`src/rtl/rbs_pkg.sv`:
```
// rbs_pkg: shared widths and stage-register layout for the pipelined subtractor
//   RBS_WIDTH/RBS_SLICE are the default operand width and bits per stage.
//   stage_t holds what one pipeline stage hands to the next.
package rbs_pkg;
  localparam int RBS_WIDTH = 16;
  localparam int RBS_SLICE = 4;
  localparam int RBS_STAGES = RBS_WIDTH / RBS_SLICE;
  typedef struct packed {
    logic valid;
    logic borrow;
    logic a_msb;
    logic b_msb;
    logic [RBS_WIDTH-1:0] res;
    logic [RBS_WIDTH-1:0] a_rem;
    logic [RBS_WIDTH-1:0] b_rem;
  } stage_t;
endpackage

```
`src/rtl/rbs_sub_pipe_if.sv`:
```
// rbs_sub_pipe_if: valid/ready operand and result bus of the pipelined subtractor
//   operand side: in_valid, in_ready, a, b
//   result side:  out_valid, out_ready, res, borrow_out, ovf
//   slave = subtractor, master = producer/consumer
interface rbs_sub_pipe_if import rbs_pkg::*; #(parameter int WIDTH = RBS_WIDTH);
  logic in_valid, in_ready, out_valid, out_ready, borrow_out, ovf;
  logic [WIDTH-1:0] a, b, res;
  modport master (output in_valid, a, b, out_ready, input in_ready, out_valid, res, borrow_out, ovf);
  modport slave (input in_valid, a, b, out_ready, output in_ready, out_valid, res, borrow_out, ovf);
endinterface

```
`src/rtl/rbs_slice.sv`:
```
// rbs_slice: combinational SLICE-bit ripple-borrow subtractor d = a - b - bin
//   in: a, b (SLICE bits), bin   out: d (SLICE bits), bout
module rbs_slice import rbs_pkg::*; #(parameter int SLICE = RBS_SLICE) (
  input  logic [SLICE-1:0] a,
  input  logic [SLICE-1:0] b,
  input  logic             bin,
  output logic [SLICE-1:0] d,
  output logic             bout
);
  logic [SLICE:1] br;
  logic h_d, h_b;
  // bit 0: half-subtractor, then the incoming borrow folded in
  assign h_d = a[0] ^ b[0];
  assign h_b = ~a[0] & b[0];
  assign d[0] = h_d ^ bin;
  assign br[1] = h_b | (~h_d & bin);
  genvar i;
  for (i = 1; i < SLICE; i++) begin : g_fs
    assign d[i] = a[i] ^ b[i] ^ br[i];
    assign br[i+1] = (~a[i] & b[i]) | (~(a[i] ^ b[i]) & br[i]);
  end
  assign bout = br[SLICE];
endmodule

```
`src/rtl/rbs_sub_pipe.sv`:
```
// rbs_sub_pipe: pipelined ripple-borrow subtractor res = a - b, one SLICE per stage
//   clk, rst (async, active-high); bus: rbs_sub_pipe_if.slave
//   RBS_SUB_SAT_EN: when defined, res clamps to 0 on borrow (unsigned saturating)
module rbs_sub_pipe import rbs_pkg::*; #(
  parameter int WIDTH = RBS_WIDTH,
  parameter int SLICE = RBS_SLICE
) (
  input logic clk,
  input logic rst,
  rbs_sub_pipe_if.slave bus
);
  localparam int STAGES = WIDTH / SLICE;
  logic adv, unused_rem;
  stage_t last;
  genvar k;
  for (k = 0; k < STAGES; k++) begin : g_stage
    stage_t pr, q;
    logic [SLICE-1:0] d;
    logic bo;
    if (k == 0) begin : g_in
      always_comb begin
        pr = '0;
        pr.valid = bus.in_valid;
        pr.a_msb = bus.a[WIDTH-1];
        pr.b_msb = bus.b[WIDTH-1];
        pr.a_rem = bus.a;
        pr.b_rem = bus.b;
      end
    end else begin : g_link
      assign pr = g_stage[k-1].q;
    end
    rbs_slice #(.SLICE(SLICE)) u_slice (
      .a(pr.a_rem[SLICE-1:0]),
      .b(pr.b_rem[SLICE-1:0]),
      .bin(pr.borrow),
      .d(d),
      .bout(bo)
    );
    // operands shift down so every stage works on the low slice
    always_ff @(posedge clk or posedge rst)
      if (rst) q <= '0;
      else if (adv) begin
        q <= pr;
        q.res[k*SLICE +: SLICE] <= d;
        q.borrow <= bo;
        q.a_rem <= pr.a_rem >> SLICE;
        q.b_rem <= pr.b_rem >> SLICE;
      end
  end
  assign last = g_stage[STAGES-1].q;
  // the last slice has consumed every operand bit, so these are always zero
  assign unused_rem = ^{last.a_rem, last.b_rem};
  assign adv = !last.valid | bus.out_ready;
  assign bus.in_ready = adv;
  assign bus.out_valid = last.valid;
  assign bus.borrow_out = last.borrow;
  assign bus.ovf = (last.a_msb ^ last.b_msb) & (last.res[WIDTH-1] ^ last.a_msb);
`ifdef RBS_SUB_SAT_EN
  assign bus.res = last.borrow ? '0 : last.res;
`else
  assign bus.res = last.res;
`endif
endmodule
```
`src/flat_wrapper.sv`:
```
// flat-port wrapper written by rule: the top's interface ports become plain ports
module rbs_sub_pipe_flat import rbs_pkg::*;
#(
  parameter int WIDTH = RBS_WIDTH,
  parameter int SLICE = RBS_SLICE
)
  (clk, rst, bus_in_valid, bus_a, bus_b, bus_out_ready, bus_in_ready, bus_out_valid, bus_res, bus_borrow_out, bus_ovf);
  rbs_sub_pipe_if #(.WIDTH(WIDTH)) bus_i ();
  input logic clk;
  input logic rst;
  input wire logic [$bits(bus_i.in_valid)-1:0] bus_in_valid;
  input wire logic [$bits(bus_i.a)-1:0] bus_a;
  input wire logic [$bits(bus_i.b)-1:0] bus_b;
  input wire logic [$bits(bus_i.out_ready)-1:0] bus_out_ready;
  output wire logic [$bits(bus_i.in_ready)-1:0] bus_in_ready;
  output wire logic [$bits(bus_i.out_valid)-1:0] bus_out_valid;
  output wire logic [$bits(bus_i.res)-1:0] bus_res;
  output wire logic [$bits(bus_i.borrow_out)-1:0] bus_borrow_out;
  output wire logic [$bits(bus_i.ovf)-1:0] bus_ovf;
  assign bus_i.in_valid = bus_in_valid;
  assign bus_i.a = bus_a;
  assign bus_i.b = bus_b;
  assign bus_i.out_ready = bus_out_ready;
  assign bus_in_ready = bus_i.in_ready;
  assign bus_out_valid = bus_i.out_valid;
  assign bus_res = bus_i.res;
  assign bus_borrow_out = bus_i.borrow_out;
  assign bus_ovf = bus_i.ovf;
  rbs_sub_pipe #(.WIDTH(WIDTH), .SLICE(SLICE)) u_core (.clk(clk), .rst(rst), .bus(bus_i));
endmodule
```
`config.mk`:
```
export PLATFORM = sky130hd
export DESIGN_NAME = rbs_sub_pipe_flat
export DESIGN_NICKNAME = d
export VERILOG_FILES = /design/src/rtl/rbs_pkg.sv /design/src/rtl/rbs_sub_pipe_if.sv /design/src/rtl/rbs_slice.sv /design/src/rtl/rbs_sub_pipe.sv /design/src/flat_wrapper.sv
export SDC_FILE = /design/constraint.sdc
export NUM_CORES = 1
export LEC_CHECK = 0
export CAP_MARGIN = 30
export CORE_ASPECT_RATIO = 0.6
export CORE_UTILIZATION = 55
export CTS_CLUSTER_DIAMETER = 40
export DETAILED_ROUTE_END_ITERATION = 16
export DONT_BUFFER_PORTS = 1
export PLACE_DENSITY = 0.66
export SYNTH_ARGS = -nofsm -noshare
export SYNTH_HDL_FRONTEND = slang
export SYNTH_HIERARCHICAL = 1
export SYNTH_SLANG_ARGS = --single-unit
```
`constraint.sdc`:
```
create_clock -name clk -period 8.4 [get_ports clk]
set_input_delay 0.42 -clock clk [delete_from_list [all_inputs] [get_ports clk]]
set_output_delay 0.42 -clock clk [all_outputs]
set_load 0.02 [all_outputs]
```
==> out/summary.log <==
qor: run.maxCapViolCount 0
qor: worst_setup_path.critical_path_peak_fanout 2
qor: synthesis.synthDominantCellAreaShare 57.2%
qor: drt.postRouteWirelength 5610 µm
qor: clock_network.numClockSinks 98
qor: power_and_ir_drop.clock_power_share 22.0%
qor: die.initial_utilization 58.0%
qor: run_status.run_status finished, final reports clean
qor: worst_setup_path.crit-reg2reg-launch u_core/g_stage[2].q[0]
qor: worst_setup_path.path_delay_family adder cells
qor: worst_hold_path.hold_start bus_a[14]
qor: synthesis.synth-edff-count 0
qor: final_layout.diodes 0
qor: grt.antenna_violations_before_repair 0
qor: power_and_ir_drop.leakage 0.00208 µW
qor: synthesis.post_synth_inst_count 285
qor: synthesis.synth_warnings 6
qor: clock_network.htree_num_levels 3
qor: die.die_y 70.4 µm
qor: worst_setup_path.required 8.62 ns
qor: placed_design.port-buffer-count 0
qor: worst_setup_path.worst_path_max_delay_cell sky130_fd_sc_hd__fa_1
qor: timing.fin_setup_tns 0 ns
qor: drt.routed_wire_length_per_instance 14.7 µm
qor: timing.max_clock_freq 0.438 GHz
qor: clock_network.cts_tree yes
qor: drt.via_per_inst 4.96
qor: power_and_ir_drop.switching_share 30.5%
qor: clock_network.insertion_delay_of_the_later_clocked_pin_in_the_worst_skew_pair 0.33 ns
qor: timing.final_period_minus_worst_setup_slack 2.28 ns
qor: clock_network.cts_buffer_depth 2
qor: synthesis.post-synth-top-count-cell sky130_fd_sc_hd__dfrtp_1
qor: timing.fin_ws 6.12 ns
qor: final_layout.areaGrowthSynthToFinish 6.45%
qor: worst_setup_path.crit_type reg2reg
qor: worst_setup_path.reg2reg_depth 8
qor: drt.antenna_violating_nets_post_route 0
qor: drt.drt_first_iter_violations 64
qor: synthesis.ys_seq_area_share 57.2%
qor: power_and_ir_drop.p_switching 532 µW
qor: power_and_ir_drop.vdd_ir_drop_max 0.188 mV
qor: synthesis.synth_fp_nets 337
qor: drt.firstDrtPassIters 4
qor: timing.timing.final.setup_violations 0
qor: synthesis.async_flop_share 100%
qor: grt.total_grt_overflow 0
qor: worst_setup_path.worst_setup_path_end_kind flip-flop
qor: worst_setup_path.worst-path-stages 8
qor: grt.grt_usage 16.1%
qor: synthesis.syn_area_per_cell 15.0 µm²
qor: power_and_ir_drop.power 1750 µW
qor: timing.tightest_slew 0.823 ns
qor: timing.max_slew_margin 45.2%
qor: timing.rsz_0062_raised_after_global_routing false
qor: worst_hold_path.timing.hold.worst_path_depth 1
qor: power_and_ir_drop.internal 1210 µW
qor: final_layout.num-fill-cells 582
qor: placed_design.hpwl 3670 µm
qor: worst_hold_path.min-delay-path-class in2reg
qor: placed_design.dp_worst_setup_slack 6.02 ns
qor: final_layout.final_nets 325
qor: worst_setup_path.critPathLaunchType flip-flop
qor: die.floorplan.die.width 116 µm
qor: synthesis.synth-seq-cells 98
qor: grt.grt_first_pass_wirelength 9580 µm
qor: synthesis.synth_area_leader_cell sky130_fd_sc_hd__dfrtp_1
qor: timing.fin_skew 0.00459 ns
qor: synthesis.synth_top_cells_by_area sky130_fd_sc_hd__dfrtp_1, sky130_fd_sc_hd__mux2_2, sky130_fd_sc_hd__fa_1
qor: timing.slew_violations 0
qor: drt.detailroute.via_count 1,895
qor: grt.number_of_global_route_vias_before_repair 1,929
qor: worst_setup_path.worstPathArrival 2.50 ns
qor: power_and_ir_drop.power_frac_seq 49.1%
qor: synthesis.synth_top_flop_cell sky130_fd_sc_hd__dfrtp_1
qor: worst_setup_path.worst-path-buf-inv 3
qor: worst_setup_path.critical_path.startpoint u_core/g_stage[2].q[0]
qor: die.core_region_area 0.00739 mm²
qor: grt.pin_count_of_the_biggest_net_entering_global_routing 76
qor: worst_setup_path.worstPathCellList inv_1 -> fa_1 -> inv_1 -> fa_1 -> fa_1 -> inv_1 -> fa_1 -> mux2_2
qor: die.total_die_area 0.00816 mm²
qor: synthesis.yosys-top-cells-count sky130_fd_sc_hd__dfrtp_1, sky130_fd_sc_hd__mux2_2, sky130_fd_sc_hd__inv_1
qor: placed_design.gp_congestion 0.661
qor: worst_setup_path.timing.critical_path.slowest_cell_delay 0.41 ns
qor: final_layout.layout.core_utilization 61.8%
qor: drt.drt_drc_violations_left 0
qor: clock_network.cts-root-buf sky130_fd_sc_hd__clkbuf_16
qor: power_and_ir_drop.power_density 383 mW/mm²
qor: synthesis.netlist-cell-type-count 13
qor: die.boundaryPins 56
qor: clock_network.cts-resized-gates 0
qor: timing.min_period_over_period 27.2%
qor: clock_network.tritoncts.num_buffers 9
qor: worst_setup_path.cp_common_cell sky130_fd_sc_hd__fa_1
qor: power_and_ir_drop.comb_power_share 28.9%
qor: clock_network.clk_pin_slew 0.06 ns
qor: synthesis.post_synth_instance_area 0.00429 mm²
qor: final_layout.final_layout_size_suffix_gt1_share 41.4%
qor: timing.report.final.hold_viol_count 0
qor: die.floorplan.rows 24
## metal layers
| layer | global-route usage, % | part of all wire [%] |
|---|---|---|
| met1 | 24.1 | 51 |
| met2 | 20.3 | 42 |
| met3 | 6.08 | 5.6 |
| met4 | 7.69 | 1.5 |
| met5 | 0 | 0 |
## cell usage in the layout, fill, tap and decap left out, drive strengths merged
master / synthesis / layout
clkinvlp: 0 / 1
buf: 27 / 3
conb: 1 / 1
nand3b: 1 / 1
clkbuf: 0 / 15
inv: 41 / 41
o21ai: 1 / 1
nand2b: 3 / 3
fa: 16 / 16
dfrtp: 98 / 98
mux2: 97 / 97
dlygate4sd3: 0 / 1
## flip-flops by register name, summed over array words and instances, names as in the netlist
name and count:
u_core/bus.borrow_out 1, u_core/bus.out_valid 1, u_core/bus.res 16, u_core/g_stage.q 80
## path summary, 6_finish.rpt
check | slack, ns | to
worst min-delay path | 0.23 | u_core/g_stage[0].q[26]
min in group asynchronous | 0.56 | u_core/bus.res[4]
max in group asynchronous | 6.69 | u_core/g_stage[0].q[9]
worst max-delay path | 6.12 | u_core/bus.res[15]
worst max register to register | 6.12 | u_core/bus.res[15]
worst min register to register | 0.45 | u_core/bus.out_valid
## power groups by stage
stage,clock network (µW),registers [µW],logic [µW]
after CTS,397,861,510
after global placement,0,862,493
after global routing,415,888,573
after detailed placement,0,869,508
final,384,858,504
after floorplan,0,772,560
## per-stage QoR
stage	hold WS (ns)	area, µm²	cells
after floorplan	0.430	4290	285
after global placement	0.316	4240	364
after detailed placement	0.315	4240	364
after CTS	0.216	4530	381
after global routing	0.213	4560	382
final	0.234	4560	382
## timing repair
action / 4_1_cts / 5_1_grt
hold buffers: 1 / 0
hold endpoints to repair: 31 / 0
setup buffers: 0 / 0
## cell families (layout without fill, tap and decap cells)
| logic type | after synthesis | in the layout | share of synthesized area [%] |
|---|---|---|---|
| other cells | 1 | 1 | 0.0875 |
| compound gates | 1 | 1 | 0.117 |
| buf+inv | 68 | 61 | 8.12 |
| simple gates | 4 | 4 | 0.788 |
| mux | 97 | 97 | 26.2 |
| flops | 98 | 98 | 57.2 |
| fa+ha+maj | 16 | 16 | 7.47 |
## final cells by class
type / count / area, µm² / share of cell area, %
Clock buffer: 15 / 278 / 6.09
Clock inverter: 1 / 7.51 / 0.165
Inverter: 41 / 156 / 3.43
Multi-Input combinational cell: 119 / 1490 / 32.6
Sequential cell: 98 / 2450 / 53.8
Tap cell: 104 / 130 / 2.85
Timing Repair Buffer: 4 / 52.6 / 1.15
(Power assumes the default switching activity.)
